$ cat src/rtl/monitor_niveles_carga.sv
// Charge-level monitor: sums N_BAT battery readings and classifies the total into
// four one-hot levels, with hysteresis and a consecutive-sample debounce before commit.
module monitor_niveles_carga #(
  parameter int N_BAT     = 2,
  parameter int W         = 4,
  parameter int MAX_CARGA = 30,
  parameter int HYST      = 1,
  parameter int DEBOUNCE  = 3,
  localparam int TW       = W + $clog2(N_BAT)
) (
  input  logic                 clk,
  input  logic                 rst_n,
  input  logic                 sample_valid,
  input  logic [N_BAT*W-1:0]   carga,
  output logic [TW-1:0]        carga_total,
  output logic                 optimo,
  output logic                 aceptable,
  output logic                 regular,
  output logic                 critico,
  output logic                 nivel_cambio
);

  localparam int CW    = $clog2(DEBOUNCE + 1);
  localparam int U_OPT = (MAX_CARGA * 32'sd75) / 32'sd100;
  localparam int U_ACE = (MAX_CARGA * 32'sd50) / 32'sd100;
  localparam int U_REG = (MAX_CARGA * 32'sd25) / 32'sd100;
  localparam int D_OPT = (U_OPT > HYST) ? (U_OPT - HYST) : 32'sd0;
  localparam int D_ACE = (U_ACE > HYST) ? (U_ACE - HYST) : 32'sd0;
  localparam int D_REG = (U_REG > HYST) ? (U_REG - HYST) : 32'sd0;

  typedef enum logic [1:0] {
    CRITICO   = 2'd0,
    REGULAR   = 2'd1,
    ACEPTABLE = 2'd2,
    OPTIMO    = 2'd3
  } nivel_e;

  // Bit order matches {optimo, aceptable, regular, critico}.
  function automatic logic [3:0] onehot_of(input nivel_e n);
    logic [3:0] r;
    case (n)
      OPTIMO:    r = 4'b1000;
      ACEPTABLE: r = 4'b0100;
      REGULAR:   r = 4'b0010;
      CRITICO:   r = 4'b0001;
      default:   r = 4'b0001;
    endcase
    return r;
  endfunction

  logic [TW-1:0] carga_total_q, sum_d;
  logic          v1_q;
  nivel_e        state_q, pend_q;
  logic [CW-1:0] cnt_q, cnt_d;
  logic [3:0]    lvl_q;
  logic          cambio_q;
  nivel_e        up_d, dn_d, cand_d;
  logic          commit_d;
  int            tot_d;

  // Stage-1 adder: zero-extended sum of every reading.
  always_comb begin
    sum_d = '0;
    for (int i = 0; i < N_BAT; i++) begin
      sum_d = sum_d + TW'(carga[i*W +: W]);
    end
  end

  // Level candidate with hysteresis and the debounce count that would follow it.
  always_comb begin
    tot_d = int'(carga_total_q);
    if (tot_d >= U_OPT)      up_d = OPTIMO;
    else if (tot_d >= U_ACE) up_d = ACEPTABLE;
    else if (tot_d >= U_REG) up_d = REGULAR;
    else                     up_d = CRITICO;

    if (tot_d >= D_OPT)      dn_d = OPTIMO;
    else if (tot_d >= D_ACE) dn_d = ACEPTABLE;
    else if (tot_d >= D_REG) dn_d = REGULAR;
    else                     dn_d = CRITICO;

    if (up_d > state_q)      cand_d = up_d;
    else if (dn_d < state_q) cand_d = dn_d;
    else                     cand_d = state_q;

    if (cand_d == state_q)     cnt_d = '0;
    else if (cand_d != pend_q) cnt_d = CW'(1);
    else                       cnt_d = cnt_q + CW'(1);

    if (cand_d != state_q) commit_d = (cnt_d == CW'(DEBOUNCE));
    else                   commit_d = 1'b0;
  end

  // Sample register, debounce state and registered level outputs.
  always_ff @(posedge clk or negedge rst_n) begin
    if (!rst_n) begin
      carga_total_q <= '0;
      v1_q          <= 1'b0;
      state_q       <= CRITICO;
      pend_q        <= CRITICO;
      cnt_q         <= '0;
      lvl_q         <= 4'b0001;
      cambio_q      <= 1'b0;
    end else begin
      cambio_q <= 1'b0;
      if (sample_valid) begin
        carga_total_q <= sum_d;
        v1_q          <= 1'b1;
      end else begin
        v1_q          <= 1'b0;
      end
      // Idle cycles leave pending/count untouched so gaps do not restart debounce.
      if (v1_q) begin
        if ((cand_d != state_q) && (cand_d != pend_q)) begin
          pend_q <= cand_d;
        end
        if (commit_d) begin
          state_q  <= cand_d;
          lvl_q    <= onehot_of(cand_d);
          cambio_q <= 1'b1;
          cnt_q    <= '0;
        end else begin
          cnt_q    <= cnt_d;
        end
      end
    end
  end

  assign carga_total  = carga_total_q;
  assign optimo       = lvl_q[3];
  assign aceptable    = lvl_q[2];
  assign regular      = lvl_q[1];
  assign critico      = lvl_q[0];
  assign nivel_cambio = cambio_q;

endmodule
$ cat config.mk
export PLATFORM = sky130hd
export DESIGN_NAME = monitor_niveles_carga
export DESIGN_NICKNAME = d
export VERILOG_FILES = /design/src/rtl/monitor_niveles_carga.sv
export SDC_FILE = /design/constraint.sdc
export NUM_CORES = 1
export LEC_CHECK = 0
export ABC_AREA = 1
export CORE_MARGIN = 2
export CORE_UTILIZATION = 35
export DETAILED_ROUTE_END_ITERATION = 10
export SYNTH_ARGS = -nofsm -noshare
export SYNTH_HDL_FRONTEND = slang
export SYNTH_SLANG_ARGS = --single-unit
$ cat constraint.sdc
create_clock -name clk -period 6.79 [get_ports clk]
set_clock_uncertainty 0.1 [all_clocks]
set_input_delay 1.358 -clock clk [delete_from_list [all_inputs] [get_ports clk]]
set_output_delay 1.358 -clock clk [all_outputs]
set_load 0.01 [all_outputs]
Word-level counts from Yosys, hierarchy flattened
Index checks and enable logic that the tools add are counted.
Widths: inputs -> output; s select.
{ "word_totals": {"ff_bits": 17, "word_cells": 44, "out_inout_bits": 10, "input_bits": 11} }
{ "op_classes": {"n_lt_le_gt_ge": 8, "mux": 16, "eq_ne": 7, "n_reduce_logical": 4, "n_addsub": 2} }
{ "ops": {"columns": ["cell", "count"], "rows": [
  ["$mux 2", 9],
  ["$pmux 4 s4", 1],
  ["$ge 5x3->1 const B", 2],
  ["$ge 5x4->1 const B", 2],
  ["$ge 5x5->1 const B", 2],
  ["$eq 2x2->1 const B", 3],
  ["$mux 1", 6],
  ["$add 4x4->5", 1],
  ["$ne 2x2->1", 2],
  ["$reduce_and 2->1", 2],
  ["$add 2x1->2 const B", 1],
  ["$eq 2x1->1 const B", 1],
  ["$eq 2x2->1", 1],
  ["$gt 2x2->1", 1],
  ["$logic_not 2->1", 1],
  ["$lt 2x2->1", 1],
  ["$logic_and 1x1->1", 1]
]} }

Longest topological paths before layout
Gate-level depths: netlist (run 1).
{ "depth": {"ltp_word": 14, "depth_mapped": 21, "depth_no_buf": 21} }

Worst setup path after synthesis (run 1)
OpenSTA, ideal clock, no wires.
{ "synth_timing": {"kind": "input -> register", "startpoint": "in carga[0]", "endpoint": "reg carga_total_q[4], in the netlist carga_total[4]", "stages": 6, "path_slack_ns": 4.369, "t_arrival_ns": 2.233, "required_time_ns": 6.603, "n_path_buf": 0, "setup_ns": 0.087, "cell_sequence": "ha_1 inv_1 fa_1 nor2_1 o21ai_0 a22oi_1"} }
{ "synth_between": {"elab_chain_cells": 1} }
{ "synth_lines": {"columns": ["item", "line_no", "source"], "rows": [
  ["start: declaration", "14", "input logic [N_BAT*W-1:0] carga,"],
  ["$add 4x4->5", "65", "sum_d = sum_d + TW'(carga[i*W +: W]);"],
  ["end signal: assignment", "107", "carga_total_q <= sum_d;"],
  ["end: declaration", "51", "logic [TW-1:0] carga_total_q, sum_d;"]
]} }
Every way passes these cells.
A chain may end at the register's enable or synchronous reset.

Worst setup path after layout (run 1)
{ "layout_timing": {"startpoint": "reg lvl_q[0]", "endpoint": "out critico"} }
{ "layout_rtl": {"columns": ["item", "line_no", "source"], "rows": [
  ["start: declaration", "55", "logic [3:0] lvl_q;"],
  ["start signal: assignment", "119", "lvl_q <= onehot_of(cand_d);"],
  ["end: declaration", "19", "output logic critico,"]
]} }
No word-level cell between the ends.

==> out/metrics.cfg, run 1 <==
[finish]
stdcell_count=225
syn_to_final_growth_pct=23.2
seqCellArea_um2=427
final_cell_area_mm2=0.00149
drive_above_1_share_pct=15.6
num_antenna_cells=0
nets=200
layout_common_cells=nand2_1 (40), inv_1 (24), clkdlybuf4s50_1 (20), dfrtp_1 (16), nor2_1 (14)
mostFrequentLayoutCell=nand2_1
multi_input_area_um2=673
nFillCells=364

[timing]
holdWs_ps=373
worst-slew-pin-transition_ps=721
setup_violations=0
relSlewSlack_pct=51.8
setup_tns_ps=0
rsz0062_at_grt=no
period_share_pct=41.6
fmax_ghz=0.354
hold_violations=0
maxSlewViolCount=0
fin_crit_ps=2820

[clocking]
cts_sinks=17
post-cts-setup-buffers=0
clkLatencyLatePin_ps=290
cts_buffers=3
clock-root-buffer=clkbuf_4
cts_buffer_depth=2
cts_tree=done
clk_pin_slew_ps=90
cts_hold_buf=0
htreeDepth=1
ctsResizeCount=0

[critical_path]
worstRegToRegCells=18
cp_cell_sequence=clkdlybuf4s50_1
r2r_start=carga_total[1]
start_kind=flip-flop
r2r_slack_ps=4340
cp.arrival_ps=1360
critical_path.top_delay_family=flip-flops
slowest_stage=dfstp_2
crit_type=reg -> out
critPathMaxStageDelay_ps=540
end_kind=output port
cp_num_buf_inv=1
crit_required_ps=5330
critPathMaxFanout=2
r2r_end=state_q[0]

[grt]
gr-usage-met2_pct=21.1
grt_pass1_vias=978
grt_busiest_layer=met2
antenna_found_initial=0
use_met3_pct=1.26
grt_max_degree=18
track_usage_pct=12.8
grt_pass1_wl_mm=4.04
grt-ovfl-total=0
use_met1_pct=16.2

[die]
die_width_um=62.7
io_pins=21
die_area_mm2=0.00393
die_h_um=62.7
core_mm2=0.00331
initial_core_util_pct=36.4
placementRows=21

[placed_design]
portBuffers=20
dp_cells=221
finalWeightedCongestion=0.743
dp_hpwl_mm=1.81
placed_area_mm2=0.00146

[route]
drtIter0Drc=21
drc=0
drt_first_pass_iters=4
wl_mm=2.13
via_count=1019
postRouteAntennaNets=0
wire_per_inst_um=9.48
via_per_inst=4.53

[synth]
avgSynthCellArea_um2=7.73
synth.area.top_cells=dfrtp_1 (33%), nand2_1 (12%), ha_1 (8.3%), inv_1 (7.5%), nand3_1 (5.4%)
synth_seq_cells=17
synth_area_mm2=0.00121
synth_cell_types=24
synth_top_area_share_pct=33.2
yosysTopAreaCell=dfrtp_1
syn_inst=156
ys_seq_area_share_pct=35.4
yosysWarnings=0
syn-num-nets=176

[pwr]
leakage_uw=0.000772
power.density_mw_per_mm2=367
ir_drop_mv=0.174

[worst_hold_path]
holdCritPathClass=reg -> reg
hold_end=lvl_q[0]
min-delay-start=lvl_q[0]
hold_depth=2

[flow_run]
maxCapViolCount=0

[status]
outcome=finished clean

-- metrics by stage --
stage | power [µW] | utilization [%] | setup WS (ps)
floorplan | 416 | - | 4370
finish | 545 | 44.9 | 3970
CTS | 554 | 44.9 | 3950
detailed placement | 499 | 44.1 | 3790
global placement | 491 | 44.1 | 3840
global route | 608 | 44.9 | 3900
-- report_power, final --
part,internal [µW],total (µW),switching (µW)
Clock,22.0,53.1,31.1
Combinational,133,329,196
Sequential,135,163,28.4
-- cell families after synthesis --
logic type                 share of synthesized area (%)
buffers and inverters                               8.82
and+or+nand+nor                                     38.1
adders and majority gates                           9.96
DFF                                                 35.4
xor gates and xnor gates                            1.45
AOI/OAI and AO/OA                                   6.33
-- synth_stat cells --
library cell  number
nor2_4             2
a21oi_1            1
nand4_2            1
nand3_2            3
nor2_1            14
nand2_4            4
dfstp_2            1
a22oi_1            1
o21ai_0            9
nand3b_1           1
clkinv_1           1
inv_2              2
ha_1               8
nand3_4            1
a21boi_4           1
inv_1             24
nand2_2            8
nand3_1           13
buf_2              1
xor2_1             2
nor2_2             1
fa_1               1
dfrtp_1           16
nand2_1           40
-- flip-flops by register name, summed over array words and instances, names as in the netlist --
name / flops
v1_q: 1
cnt_q: 2
pend_q: 2
carga_total: 5
lvl_q: 4
state_q: 2
nivel_cambio: 1
-- final cells by class --
cell class | count | area share (%)
Sequential cell | 17 | 28.7
Clock inverter | 1 | 0.337
Inverter | 27 | 6.82
Tap cell | 46 | 3.87
Clock buffer | 3 | 1.52
Multi-Input combinational cell | 111 | 45.3
Timing Repair Buffer | 20 | 13.5
-- routing by layer --
layer / wire, µm / share of wire [%] / vias up
met1: 953 / 45 / 467
li1: - / - / 530
met3: 74 / 3.5 / 5
met5: 0 / 0 / -
met4: 59 / 2.8 / 0
met2: 1050 / 49 / 17
-- worst max path at each step --
stage,from,to,depth (start not counted),slack (ps)
detailed placement,carga[0],carga_total[4],7,3790
global route,lvl_q[0],critico,1,3900
global placement,carga[0],carga_total[4],7,3840
CTS,lvl_q[0],critico,1,3950
finish,lvl_q[0],critico,1,3970
floorplan,carga[0],carga_total[4],6,4370
(Power assumes the default switching activity.)
==> run 2, diff against run 1 <==
clock period = 2.35 ns   (was 6.79 ns; I/O delays follow)
==> out/metrics.cfg, run 2 (synthesized netlist as in run 1, its figures left out) <==
[grt]
grt_pass1_vias=1118  ; +14%
grt-ovfl-total=0  ; unchanged
antenna_found_initial=0  ; unchanged
track_usage_pct=14.7  ; +2.0 points
grt_pass1_wl_mm=4.74  ; +17%
grt_max_degree=18  ; unchanged

[critical_path]
r2r_slack_ps=-4  ; -4340 ps
critPathMostFrequentCell=buf_4
worstRegToRegCells=18  ; unchanged
r2r_start=carga_total[2]
cp_cell_sequence=nand2_1 > nand2_1 > nand2_1 > nand2_2 > buf_4 > buf_4 > buf_4 > buf_4 > buf_4 > buf_4 > nand2_4 > nand2_4 > nand2_4 > nand3_4 > nor2_4 > nand3_4 > nand2_1 > nand2_1
endpoint=lvl_q[2]
startpoint=carga_total[2]
critical_path.top_delay_family=simple AND/OR/NAND/NOR gates
critPathMaxStageDelay_ps=410  ; -130 ps
r2r_end=lvl_q[2]
start_kind=flip-flop
crit_type=reg -> reg
cp.arrival_ps=2440  ; +1080 ps
slowest_stage=dfrtp_1
cp.depth=18  ; +17
end_kind=flip-flop
cp_num_buf_inv=6  ; +5
crit_required_ps=2440  ; -2890 ps
critPathMaxFanout=7  ; +5

[clocking]
cts_buffer_depth=2  ; unchanged
clock-root-buffer=clkbuf_4
htreeDepth=1  ; unchanged
cts_buffers=3  ; unchanged
clk_pin_slew_ps=100  ; about the same
cts_sinks=17  ; unchanged
clkLatencyLatePin_ps=290  ; about the same
cts_tree=done

[timing]
hold_violations=0  ; unchanged
period_share_pct=100
holdWs_ps=370  ; -2.47 ps
relSlewSlack_pct=79.9  ; +28 points
maxSlewViolCount=0  ; unchanged
worst-slew-pin-transition_ps=301  ; -419 ps
setup_tns_ps=-8.46  ; -8.46 ps
fmax_ghz=0.425
finalWorstSetupSlack_ps=-4.36  ; -3970 ps
rsz0062_at_grt=yes
setup_violations=2  ; +2
fin_crit_ps=2350

[worst_hold_path]
holdCritPathClass=reg -> reg

[finish]
mostFrequentLayoutCell=nand2_1
largest_reg_flops=5  ; unchanged
nets=220  ; +10%
fin_util_pct=52.0  ; +7.1 points
num_antenna_cells=0  ; unchanged
syn_to_final_growth_pct=42.6
layout_common_cells=nand2_1 (33), inv_1 (23), clkdlybuf4s50_1 (20), buf_4 (20), dfrtp_1 (16)
final_cell_area_mm2=0.00172  ; +16%
drive_above_1_share_pct=30.7  ; +15 points

[die]
die_area_mm2=0.00393  ; unchanged
die_h_um=62.7  ; unchanged
core_mm2=0.00331  ; unchanged
die_width_um=62.7  ; unchanged
placementRows=21  ; unchanged
io_pins=21  ; unchanged
initial_core_util_pct=36.4  ; unchanged

[placed_design]
placed_area_mm2=0.00153  ; +5.1%
portBuffers=20  ; unchanged
dp_hpwl_mm=2.02  ; +12%
finalWeightedCongestion=0.793  ; +6.7%

[route]
drt_first_pass_iters=4  ; unchanged
postRouteAntennaNets=0  ; unchanged
wire_per_inst_um=10.8  ; +14%
drtIter0Drc=21  ; unchanged
wl_mm=2.66  ; +25%
drc=0  ; unchanged
via_per_inst=4.55  ; +0.40%
via_count=1114  ; +9.3%

[pwr]
ir_drop_mv=0.635  ; +260%
power.density_mw_per_mm2=1120  ; +200%
leakage_uw=0.000896  ; +16%

[status]
violations=negative setup slack
outcome=complete, but fails checks

[flow_run]
maxCapViolCount=0  ; unchanged

==> run 2: changes by cell type in the layout (fill, tap and decap cells not counted), moves of 3 or more <==
| cell | before | now |
|---|---|---|
| nand2_4 | 4 | 8 |
| buf_4 | 0 | 20 |
| nand2_2 | 8 | 11 |
| nand2_1 | 40 | 33 |
==> run 2: cell type report <==
class                   count  area (µm²)
repair buffers             40         350
flip-flops and latches     17         427
clock inverters             1        5.00
multi-input cells         111         757
clock buffers               3        22.5
well taps                  46        57.6
inverters                  27         101
fillers                   336        1590
==> run 2: worst min path at each step <==
| stage | start | to | cells after the start |
|---|---|---|---|
| after floorplan | rst_n | carga_total[0] | 0 |
| after global placement | lvl_q[0] | lvl_q[0] | 2 |
| after detailed placement | lvl_q[0] | lvl_q[0] | 2 |
| after CTS | lvl_q[0] | lvl_q[0] | 2 |
| after global routing | rst_n | cnt_q[0] | 2 |
| final | lvl_q[0] | lvl_q[0] | 2 |
==> run 2: worst reg2reg max path, cell delays in order, from the launching register on <==
cell and delay, ps:
dfrtp_1 410, nand2_1 100, nand2_1 70, nand2_1 80, nand2_2 70, buf_4 130
buf_4 120, buf_4 120, buf_4 120, buf_4 120, buf_4 130, nand2_4 80
nand2_4 70, nand2_4 70, nand3_4 90, nor2_4 120, nand3_4 130, nand2_1 80
nand2_1 50
==> run 2: timing repair <==
item                       CTS  global route
setup buffers               10             0
hold buffers                 0             0
gates resized for setup     10            10
pin swaps                   13            14
setup endpoints to repair    5            11
==> run 2: through the flow <==
step / setup slack (ps) / cells / total power [µW]
global placement: 63.5 / 231 / 1510
CTS: 0.145 / 245 / 1850
global route: -115 / 245 / 2100
detailed placement: -45.8 / 231 / 1540
finish: -4.36 / 245 / 1930
floorplan: 77.3 / 156 / 1200
==> run 2: power breakdown <==
part / internal [µW] / total, µW / switching (µW)
clock network: 63.3 / 150 / 86.6
registers: 389 / 484 / 94.3
logic: 582 / 1290 / 710
==> run 2: routing by layer <==
metal	vias to the layer above	wire [µm]	part of all wire [%]	global-route usage, %
li1	571	-	-	-
met1	523	1170	44	17.7
met2	15	1380	52	26.7
met3	5	54	2.0	1.08
met4	0	49	1.8	6.67
met5	-	0	0	0
